## src/rtl/sparse_pos_encoder.sv

```systemverilog
// -----------------------------------------------------------------------------
// sparse_pos_encoder
// Front end of the sparse polynomial multiplier. It accepts a ternary sparse
// polynomial one coefficient per handshake and writes the coefficient positions
// into the multiplier's position RAM. Positions of +1 coefficients fill the
// first H/2 slots and positions of -1 coefficients fill the last H/2 slots.
// CORE_NUM positions are packed per RAM word, with the lowest slot in the LSBs.
//
// Ports:
//   clk, rst_n        clock, asynchronous active-low reset
//   start             one-cycle pulse that begins an encode (ignored while busy)
//   in_valid/in_ready coefficient handshake
//   in_coeff          2'b00 = 0, 2'b01 = +1, 2'b11 = -1, 2'b10 = illegal
//   busy, done, err   status: busy in RUN/FIN, done pulse, sticky error
//   ram_pos_*         registered position-RAM write port
// -----------------------------------------------------------------------------
module sparse_pos_encoder #(
    parameter int unsigned N             = 512,
    parameter int unsigned H             = 256,
    parameter int unsigned CORE_NUM      = 2,
    parameter int unsigned POS_WIDTH     = $clog2(N),
    parameter int unsigned POS_RAM_DEPTH = H / CORE_NUM,
    parameter int unsigned POS_RAM_WIDTH = POS_WIDTH * CORE_NUM
) (
    input  logic                             clk,
    input  logic                             rst_n,
    input  logic                             start,
    input  logic                             in_valid,
    output logic                             in_ready,
    input  logic [1:0]                       in_coeff,
    output logic                             busy,
    output logic                             done,
    output logic                             err,
    output logic                             ram_pos_wr_en,
    output logic [$clog2(POS_RAM_DEPTH)-1:0] ram_pos_wr_addr,
    output logic [POS_RAM_WIDTH-1:0]         ram_pos_data_in
);

    localparam int unsigned ADDR_W   = $clog2(POS_RAM_DEPTH);
    localparam int unsigned HALF     = H / 2;
    localparam int unsigned CNT_W    = $clog2(HALF + 1);
    localparam int unsigned NEG_BASE = HALF / CORE_NUM;

    localparam logic [1:0] COEFF_POS = 2'b01;
    localparam logic [1:0] COEFF_NEG = 2'b11;
    localparam logic [1:0] COEFF_BAD = 2'b10;

    typedef enum logic [1:0] {
        S_IDLE = 2'd0,
        S_RUN  = 2'd1,
        S_FIN  = 2'd2
    } state_t;

    state_t                   state_q, state_d;
    logic [POS_WIDTH-1:0]     idx_q, idx_d;
    logic [CNT_W-1:0]         pos_cnt_q, pos_cnt_d;
    logic [CNT_W-1:0]         neg_cnt_q, neg_cnt_d;
    logic [POS_RAM_WIDTH-1:0] pos_pack_q, pos_pack_d;
    logic [POS_RAM_WIDTH-1:0] neg_pack_q, neg_pack_d;

    logic                     busy_d, done_d, err_d, in_ready_d;
    logic                     wr_en_d;
    logic [ADDR_W-1:0]        wr_addr_d;
    logic [POS_RAM_WIDTH-1:0] wr_data_d;

    logic                     accept;
    logic [CNT_W-1:0]         pos_slot, neg_slot;
    logic [POS_RAM_WIDTH-1:0] pos_word, neg_word;

    // Next-state, counter, pack and output logic
    always_comb begin
        state_d    = state_q;
        idx_d      = idx_q;
        pos_cnt_d  = pos_cnt_q;
        neg_cnt_d  = neg_cnt_q;
        pos_pack_d = pos_pack_q;
        neg_pack_d = neg_pack_q;
        busy_d     = busy;
        done_d     = 1'b0;
        err_d      = err;
        in_ready_d = in_ready;
        wr_en_d    = 1'b0;
        wr_addr_d  = ram_pos_wr_addr;
        wr_data_d  = ram_pos_data_in;

        // Candidate words with the current index dropped into the next free slot
        pos_slot = CNT_W'(pos_cnt_q % CNT_W'(CORE_NUM));
        neg_slot = CNT_W'(neg_cnt_q % CNT_W'(CORE_NUM));
        pos_word = pos_pack_q;
        pos_word[pos_slot*POS_WIDTH +: POS_WIDTH] = idx_q;
        neg_word = neg_pack_q;
        neg_word[neg_slot*POS_WIDTH +: POS_WIDTH] = idx_q;

        accept = in_valid && in_ready && (state_q == S_RUN);

        case (state_q)
            S_IDLE: begin
                if (start) begin
                    state_d    = S_RUN;
                    idx_d      = '0;
                    pos_cnt_d  = '0;
                    neg_cnt_d  = '0;
                    pos_pack_d = '0;
                    neg_pack_d = '0;
                    err_d      = 1'b0;
                    busy_d     = 1'b1;
                    in_ready_d = 1'b1;
                end
            end
            S_RUN: begin
                if (accept) begin
                    case (in_coeff)
                        COEFF_POS: begin
                            // A full positive half discards the position
                            if (pos_cnt_q == CNT_W'(HALF)) begin
                                err_d = 1'b1;
                            end else begin
                                pos_pack_d = pos_word;
                                pos_cnt_d  = pos_cnt_q + 1'b1;
                                if (pos_slot == CNT_W'(CORE_NUM - 1)) begin
                                    wr_en_d   = 1'b1;
                                    wr_addr_d = ADDR_W'(pos_cnt_q / CNT_W'(CORE_NUM));
                                    wr_data_d = pos_word;
                                end
                            end
                        end
                        COEFF_NEG: begin
                            if (neg_cnt_q == CNT_W'(HALF)) begin
                                err_d = 1'b1;
                            end else begin
                                neg_pack_d = neg_word;
                                neg_cnt_d  = neg_cnt_q + 1'b1;
                                if (neg_slot == CNT_W'(CORE_NUM - 1)) begin
                                    wr_en_d   = 1'b1;
                                    wr_addr_d = ADDR_W'(NEG_BASE)
                                              + ADDR_W'(neg_cnt_q / CNT_W'(CORE_NUM));
                                    wr_data_d = neg_word;
                                end
                            end
                        end
                        COEFF_BAD: err_d = 1'b1;
                        default:   ;
                    endcase
                    // idx holds at N-1 so it never wraps inside an encode
                    if (idx_q == POS_WIDTH'(N - 1)) begin
                        state_d    = S_FIN;
                        in_ready_d = 1'b0;
                    end else begin
                        idx_d = idx_q + 1'b1;
                    end
                end
            end
            S_FIN: begin
                state_d = S_IDLE;
                busy_d  = 1'b0;
                done_d  = 1'b1;
                if ((pos_cnt_q != CNT_W'(HALF)) || (neg_cnt_q != CNT_W'(HALF))) begin
                    err_d = 1'b1;
                end
            end
            default: begin
                state_d    = S_IDLE;
                busy_d     = 1'b0;
                in_ready_d = 1'b0;
            end
        endcase
    end

    // State and registered outputs
    always_ff @(posedge clk or negedge rst_n) begin
        if (!rst_n) begin
            state_q         <= S_IDLE;
            idx_q           <= '0;
            pos_cnt_q       <= '0;
            neg_cnt_q       <= '0;
            pos_pack_q      <= '0;
            neg_pack_q      <= '0;
            busy            <= 1'b0;
            done            <= 1'b0;
            err             <= 1'b0;
            in_ready        <= 1'b0;
            ram_pos_wr_en   <= 1'b0;
            ram_pos_wr_addr <= '0;
            ram_pos_data_in <= '0;
        end else begin
            state_q         <= state_d;
            idx_q           <= idx_d;
            pos_cnt_q       <= pos_cnt_d;
            neg_cnt_q       <= neg_cnt_d;
            pos_pack_q      <= pos_pack_d;
            neg_pack_q      <= neg_pack_d;
            busy            <= busy_d;
            done            <= done_d;
            err             <= err_d;
            in_ready        <= in_ready_d;
            ram_pos_wr_en   <= wr_en_d;
            ram_pos_wr_addr <= wr_addr_d;
            ram_pos_data_in <= wr_data_d;
        end
    end

endmodule

```

## config.mk

```make
export PLATFORM = sky130hd
export DESIGN_NAME = sparse_pos_encoder
export DESIGN_NICKNAME = d
export VERILOG_FILES = /design/src/rtl/sparse_pos_encoder.sv
export SDC_FILE = /design/constraint.sdc
export NUM_CORES = 1
export LEC_CHECK = 0
export CAP_MARGIN = 10
export CORE_MARGIN = 3
export CORE_UTILIZATION = 55
export CTS_CLUSTER_DIAMETER = 100
export DETAILED_ROUTE_END_ITERATION = 8
export PLACE_DENSITY = 0.75
export SYNTH_ARGS = -nofsm -noshare
export SYNTH_HDL_FRONTEND = slang
export SYNTH_SLANG_ARGS = --single-unit
```

## constraint.sdc

```tcl
create_clock -name clk -period 2.4 [get_ports clk]
set_input_delay 0.48 -clock clk [delete_from_list [all_inputs] [get_ports clk]]
set_output_delay 0.48 -clock clk [all_outputs]
set_load 0.01 [all_outputs]
```

==> results.txt, run 1 <==
Status: finished clean
Site Rows: 34
Vias in the first global route: 3940
Antenna violations before repair: 0
Largest cells by area after synthesis: dfrtp_1, mux2_2, a22o_1, a21o_1, a221o_1
Largest net degree at the start of global routing: 33
Worst hold path startpoint: ram_pos_wr_addr[0]
Final min period: 2.19 ns
Initial drt markers: 220
Static leakage: 2.80 nW
Synth Cell Area: 5020 um2
Worst Hold End: ram_pos_wr_addr[0]
Area leader, netlist: dfrtp_1
Core area: 8810 um2
Filler cell count: 706
Reg-to-reg slack, setup: 0.21 ns
Sum Neg Setup Slack: 0 ns
First-pass iteration count of the detailed router: 5
Ys async rst share: 1.00
Final instance area: 5840 um2
Clock buffer depth: 2
Die area: 10300 um2
H-Tree Level Count: 3
Worst Path Required: 2.66 ns
TritonCTS clock tree: done
Syn Area/Cell: 10.7 um2
Post-synth EDFFs: 0
Reg2reg start: idx_q[0]
Chip width: 102 um
Top-count cell post-synth: dfrtp_1
Clock sink total: 93
Fin Clk Skew: 0.00879 ns
Num CTS Buffers: 9
Unrepaired setup endpoints after global routing: no
DRC Markers: 0
Cell Pwr Density: 835 nW/um2
Crit path max fanout: 5
Area Growth Syn to Fin: 16.5%
Max capacitance violation total: 0
Final setup vio count: 0
Crit Path Class: register to register
Dpl hpwl: 8620 um
Total Routing Usage GR: 0.251
Resize count post-CTS: 0
Reg-to-Reg End: idx_q[7]
Tcrit/Tclk final: 0.913
Synth cell count leaders: dfrtp_1, inv_1, nand3_1
Pwr Total: 4.88 mW
Min-Delay Path Class: register to register
Worst slew pin tran: 0.597 ns
Worst R2R Path Depth: 8
Synthesized instance count: 467
Gp weighted congestion: 0.877
Max Freq: 0.456 GHz
Share of cells above drive strength 1: 0.179
Clk Latency, worst-skew pair: 0.36 ns
WL/cell: 19.1 um
Nets: 536
Post-CTS setup buffers: 0
Global-route wire length before repair: 20000 um
CP startpoint kind: register
Max Slew Vio Count: 0
Ys Warns: 0
Main flop type after synthesis: dfrtp_1
Slew Limit Headroom: 0.592
ANT nets after route: 0
Initial core utilization: 0.570
Routed WL: 12100 um
Sequential element share of the synthesized area: 0.464
Ant. Diodes: 0
Worst VDD drop: 0.488 mV
Top cell type's share of synthesized area: 0.464
Seq cells post-synth: 93
Placed cell areas: 5660 um2
Hold bufs inserted after CTS: 1
PortBufs: 35
Mapped Nets: 483
Grt total ovfl: 0
Reg clk slew, reported paths: 0.09 ns
Io pins: 36
Die H: 102 um
Crit path arrival time: 2.45 ns
Via count: 3980
Vias per cell: 6.30
Clk root buf: clkbuf_8
Crit. End Element: register
Hold path depth: 1
Fin. Hold Viols: 0
Synth unique cells: 61
per-layer routing:
| metal | up-vias | global-route usage | wire, um | part of all wire |
|---|---|---|---|---|
| li1 | 1829 | - | - | - |
| met2 | 135 | 0.414 | 6040 | 0.50 |
| met4 | 0 | 0.116 | 405 | 0.033 |
| met3 | 31 | 0.0455 | 566 | 0.047 |
| met5 | - | 0 | 0 | 0 |
| met1 | 1985 | 0.320 | 5090 | 0.42 |
area by class of cell:
class	instances	area (um2)	share of cell area
Multi-Input combinational cell	301	2350	0.402
Sequential cell	93	2330	0.398
Timing Repair Buffer	78	723	0.124
Inverter	37	139	0.0238
Clock buffer	10	138	0.0235
Tap cell	108	135	0.0231
Clock inverter	5	35.0	0.00599
cells by family after synthesis:
family | count (synthesis) | synth area share
AND/OR/NAND/NOR | 110 | 0.129
buffers and inverters | 73 | 0.0696
adder cells (fa/ha/maj) | 10 | 0.0249
multiplexers | 35 | 0.0758
flip-flops | 93 | 0.464
AO/OA/AOI/OAI | 140 | 0.226
XOR/XNOR | 6 | 0.0105
placed cells by master, fill, tap and decap left out, types with 3 or more instances in the layout:
master and count:
and3_1 17, mux2_1 3, a31oi_1 5, xnor2_1 5
a2111oi_0 3, a2111oi_4 3, and2_1 4, nand2b_1 12
o21ai_0 6, a21o_1 22, nand3_1 26, inv_1 36
a211oi_1 3, o211ai_1 10, a221o_1 15, nand3b_1 3
o22ai_1 12, ha_1 10, clkbuf_8 10, mux2_2 21
buf_12 4, nor2_1 12, buf_4 39, clkdlybuf4s50_1 34
mux2i_1 11, a22o_1 20, dfrtp_1 93, nand2_1 10
nor3_1 7, a21oi_1 16, o221ai_1 9
sequential cells by signal, summed over array words and instances, names as in the netlist:
name,count
ram_pos_data_in,18
pos_pack_q,18
ram_pos_wr_en,1
neg_pack_q,18
pos_cnt_q,8
idx_q,9
state_q,2
busy,1
ram_pos_wr_addr,7
done,1
in_ready,1
neg_cnt_q,8
err,1
critical path: stages (launching register included):
cell and delay (ns):
dfrtp_1 0.39, ha_1 0.21, nand2_1 0.10, nor3_1 0.07, ha_1 0.19, nand3b_1 0.26
a2111oi_0 0.64, xnor2_1 0.19, nor2_1 0.05
worst max path at each step:
| stage | slack, ns | to | cells after the start | from |
|---|---|---|---|---|
| 2_1_floorplan | 0.30 | pos_pack_q[10] | 9 | pos_cnt_q[0] |
| 3_3_place_gp | 0.04 | ram_pos_data_in[13] | 6 | in_coeff[0] |
| 3_5_place_dp | 0.006 | ram_pos_wr_addr[4] | 6 | in_coeff[0] |
| 4_1_cts | 0.21 | idx_q[7] | 8 | idx_q[0] |
| 5_1_grt | 0.01 | idx_q[7] | 8 | idx_q[0] |
| 6_report | 0.21 | idx_q[7] | 8 | idx_q[0] |
report_power, final:
part           total [mW]  internal, mW  switching, mW
logic                2.00         0.898           1.10
clock network       0.956         0.401          0.554
registers            1.93          1.79          0.140
per-stage QoR:
| step | worst slack (ns) | cells | utilization | hold slack (ns) |
|---|---|---|---|---|
| 3_3_place_gp | 0.0437 | 616 | 0.643 | 0.380 |
| 3_5_place_dp | 0.00578 | 616 | 0.643 | 0.386 |
| 5_1_grt | 0.0104 | 632 | 0.664 | 0.517 |
| 4_1_cts | 0.212 | 632 | 0.664 | 0.496 |
| 6_report | 0.208 | 632 | 0.664 | 0.491 |
| 2_1_floorplan | 0.298 | 467 | - | 0.184 |
Note: power is estimated with default switching activity, not from simulation.
==> inputs of run 2 (changes only) <==
--- a/config.mk
+++ b/config.mk
@@ -6,11 +6,13 @@
 export NUM_CORES = 1
 export LEC_CHECK = 0
 export CAP_MARGIN = 10
+export CELL_PAD_IN_SITES_DETAIL_PLACEMENT = 0
+export CELL_PAD_IN_SITES_GLOBAL_PLACEMENT = 1
 export CORE_MARGIN = 3
-export CORE_UTILIZATION = 55
+export CORE_UTILIZATION = 47
 export CTS_CLUSTER_DIAMETER = 100
 export DETAILED_ROUTE_END_ITERATION = 8
-export PLACE_DENSITY = 0.75
+export PLACE_DENSITY_LB_ADDON = 0.1
 export SYNTH_ARGS = -nofsm -noshare
 export SYNTH_HDL_FRONTEND = slang
 export SYNTH_SLANG_ARGS = --single-unit
==> run 2 against run 1 <==
Final cell count is 4.1% higher. Non-clock buffer count is 3 lower. Sequential share of layout area is 0.74 points lower. Clock skew is 0.00055 ns lower. Critical path depth did not move. Final area grew 1.9%. Utilization down 8.9 points. Highest routed layer unchanged.
==> results.txt, run 2 (synthesis results as in run 1) <==
Filler cell count: 912
Global-route wire length before repair: 20600 um
Core area: 10400 um2
Largest net degree at the start of global routing: 44
Gp weighted congestion: 0.871
Chip width: 109 um
Most frequent CP cell: ha_1
TritonCTS clock tree: done
Total Routing Usage GR: 0.226
Worst slew pin tran: 0.562 ns
Area Growth Syn to Fin: 18.7%
Clk Latency, worst-skew pair: 0.37 ns
Routed WL: 12400 um
Dpl hpwl: 8670 um
Worst Path Required: 2.67 ns
Static leakage: 2.82 nW
Sum Neg Setup Slack: 0 ns
Clk root buf: clkbuf_8
Initial core utilization: 0.484
Grt total ovfl: 0
Vias in the first global route: 3874
Reg area: 2330 um2
Tcrit/Tclk final: 0.909
Pre-CTS WS: 0.00514 ns
Io pins: 36
Placed cell areas: 5710 um2
Resize count post-CTS: 0
Power Internal: 3.41 mW
Worst VDD drop: 0.529 mV
Site Rows: 37
Num CTS Buffers: 9
Status: finished clean
Multi-input logic area: 2350 um2
Via count: 3866
Logic pwr share: 0.388
Unrepaired setup endpoints after global routing: no
Reg clk slew, reported paths: 0.09 ns
Most frequent cells in the layout: dfrtp_1, inv_1, buf_4, clkdlybuf4s50_1, nand3_1
Max Freq: 0.458 GHz
CP startpoint kind: register
Crit path arrival time: 2.45 ns
Reg-to-reg slack, setup: 0.22 ns
First-pass iteration count of the detailed router: 4
Antenna violations before repair: 0
Clock sink total: 93
Slew Limit Headroom: 0.616
Fin. Hold Viols: 0
Worst-path cell chain: ha_1 > nand2_1 > nor3_1 > ha_1 > nand3b_1 > a2111oi_0 > xnor2_1 > nor2_1
Share of cells above drive strength 1: 0.178
Clock buffer depth: 2
Crit. End Element: register
WL/cell: 18.9 um
Setup ws final: 0.219 ns
Final setup vio count: 0
Final instance area: 5950 um2
Die area: 11900 um2
Hold bufs inserted after CTS: 0
Max Slew Vio Count: 0
H-Tree Level Count: 3
ANT nets after route: 0
Net Sw Frac: 0.348
Post-CTS setup buffers: 0
Clk network pwr share: 0.246
Post-Place Cells: 642
CP max stage delay: 0.61 ns
Cell Pwr Density: 878 nW/um2
Slowest-stage cell, CP: a2111oi_0
Top flop regs: neg_pack_q (18), pos_pack_q (18), ram_pos_data_in (18)
Layout Cells excl Fill: 658
Die H: 109 um
Flop pwr share: 0.367
Nets: 533
PortBufs: 35
Crit Path Class: register to register
Switch Pwr: 1.82 mW
Ant. Diodes: 0
Fin Clk Skew: 0.00823 ns
Most common cell after layout, fill and taps aside: dfrtp_1
Min-Delay Path Class: primary input to asynchronous set/reset pin
Initial drt markers: 218
DRC Markers: 0
Max capacitance violation total: 0
Final min period: 2.18 ns
Crit path max fanout: 5
Vias per cell: 5.88
==> run 2: changes by cell type in the layout (fill, tap and decap cells not counted) <==
cell | previous run | this run
buf_4 | 39 | 35
bufinv_16 | 0 | 3
buf_12 | 4 | 6
clkinv_2 | 2 | 1
clkinv_4 | 1 | 0
clkinvlp_4 | 1 | 2
dlygate4sd3_1 | 1 | 0
inv_6 | 1 | 0
==> run 2: metal layers <==
metal | share of wire | GRT usage | vias to the layer above | wire length, um
met5 | 0 | 0 | - | 0
met4 | 0.020 | 0.0873 | 0 | 243
met3 | 0.042 | 0.0311 | 16 | 517
met2 | 0.49 | 0.376 | 86 | 6100
met1 | 0.45 | 0.301 | 1922 | 5540
li1 | - | - | 1842 | -
==> run 2: path summary, 6_finish.rpt <==
| check | from | to | depth (start not counted) |
|---|---|---|---|
| setup reg to reg | idx_q[0] | idx_q[6] | 8 |
| min in group clk | ram_pos_data_in[17] | ram_pos_data_in[17] | 1 |
| max in group asynchronous | rst_n | pos_pack_q[15] | 2 |
| hold / removal | rst_n | ram_pos_data_in[4] | 1 |
| hold reg to reg | ram_pos_data_in[17] | ram_pos_data_in[17] | 1 |
| setup / recovery | idx_q[0] | idx_q[6] | 8 |
==> run 2: critical path: cells and delay by family (launching register included) <==
kind / cells / cell delay (ns)
AOI/OAI and AO/OA: 1 / 0.61
xor gates and xnor gates: 1 / 0.18
adders and majority gates: 2 / 0.42
DFF: 1 / 0.40
and+or+nand+nor: 4 / 0.48
==> run 2: layout make-up <==
cell class                 instances  area share
multi-input combinational        301       0.394
sequential                        93       0.391
timing repair buffer              75       0.121
tap                              136      0.0286
inverter                          37      0.0233
clock buffer                      10      0.0231
clock inverter                     6      0.0185
==> run 2: stage by stage <==
stage | hold WS [ns] | utilization | power [mW]
after floorplan | 0.184 | - | 3.10
final | 0.0447 | 0.574 | 5.23
after global placement | 0.447 | 0.550 | 3.95
after detailed placement | 0.453 | 0.550 | 3.99
after CTS | 0.0389 | 0.574 | 5.29
after global routing | 0.0612 | 0.574 | 5.57
==> run 2: power groups by stage <==
stage / logic (mW) / registers, mW / clock network (mW)
2_1_floorplan: 1.07 / 2.02 / 0
3_3_place_gp: 2.01 / 1.94 / 0
3_5_place_dp: 2.03 / 1.95 / 0
4_1_cts: 2.04 / 1.92 / 1.33
5_1_grt: 2.23 / 1.95 / 1.39
6_report: 2.03 / 1.92 / 1.28
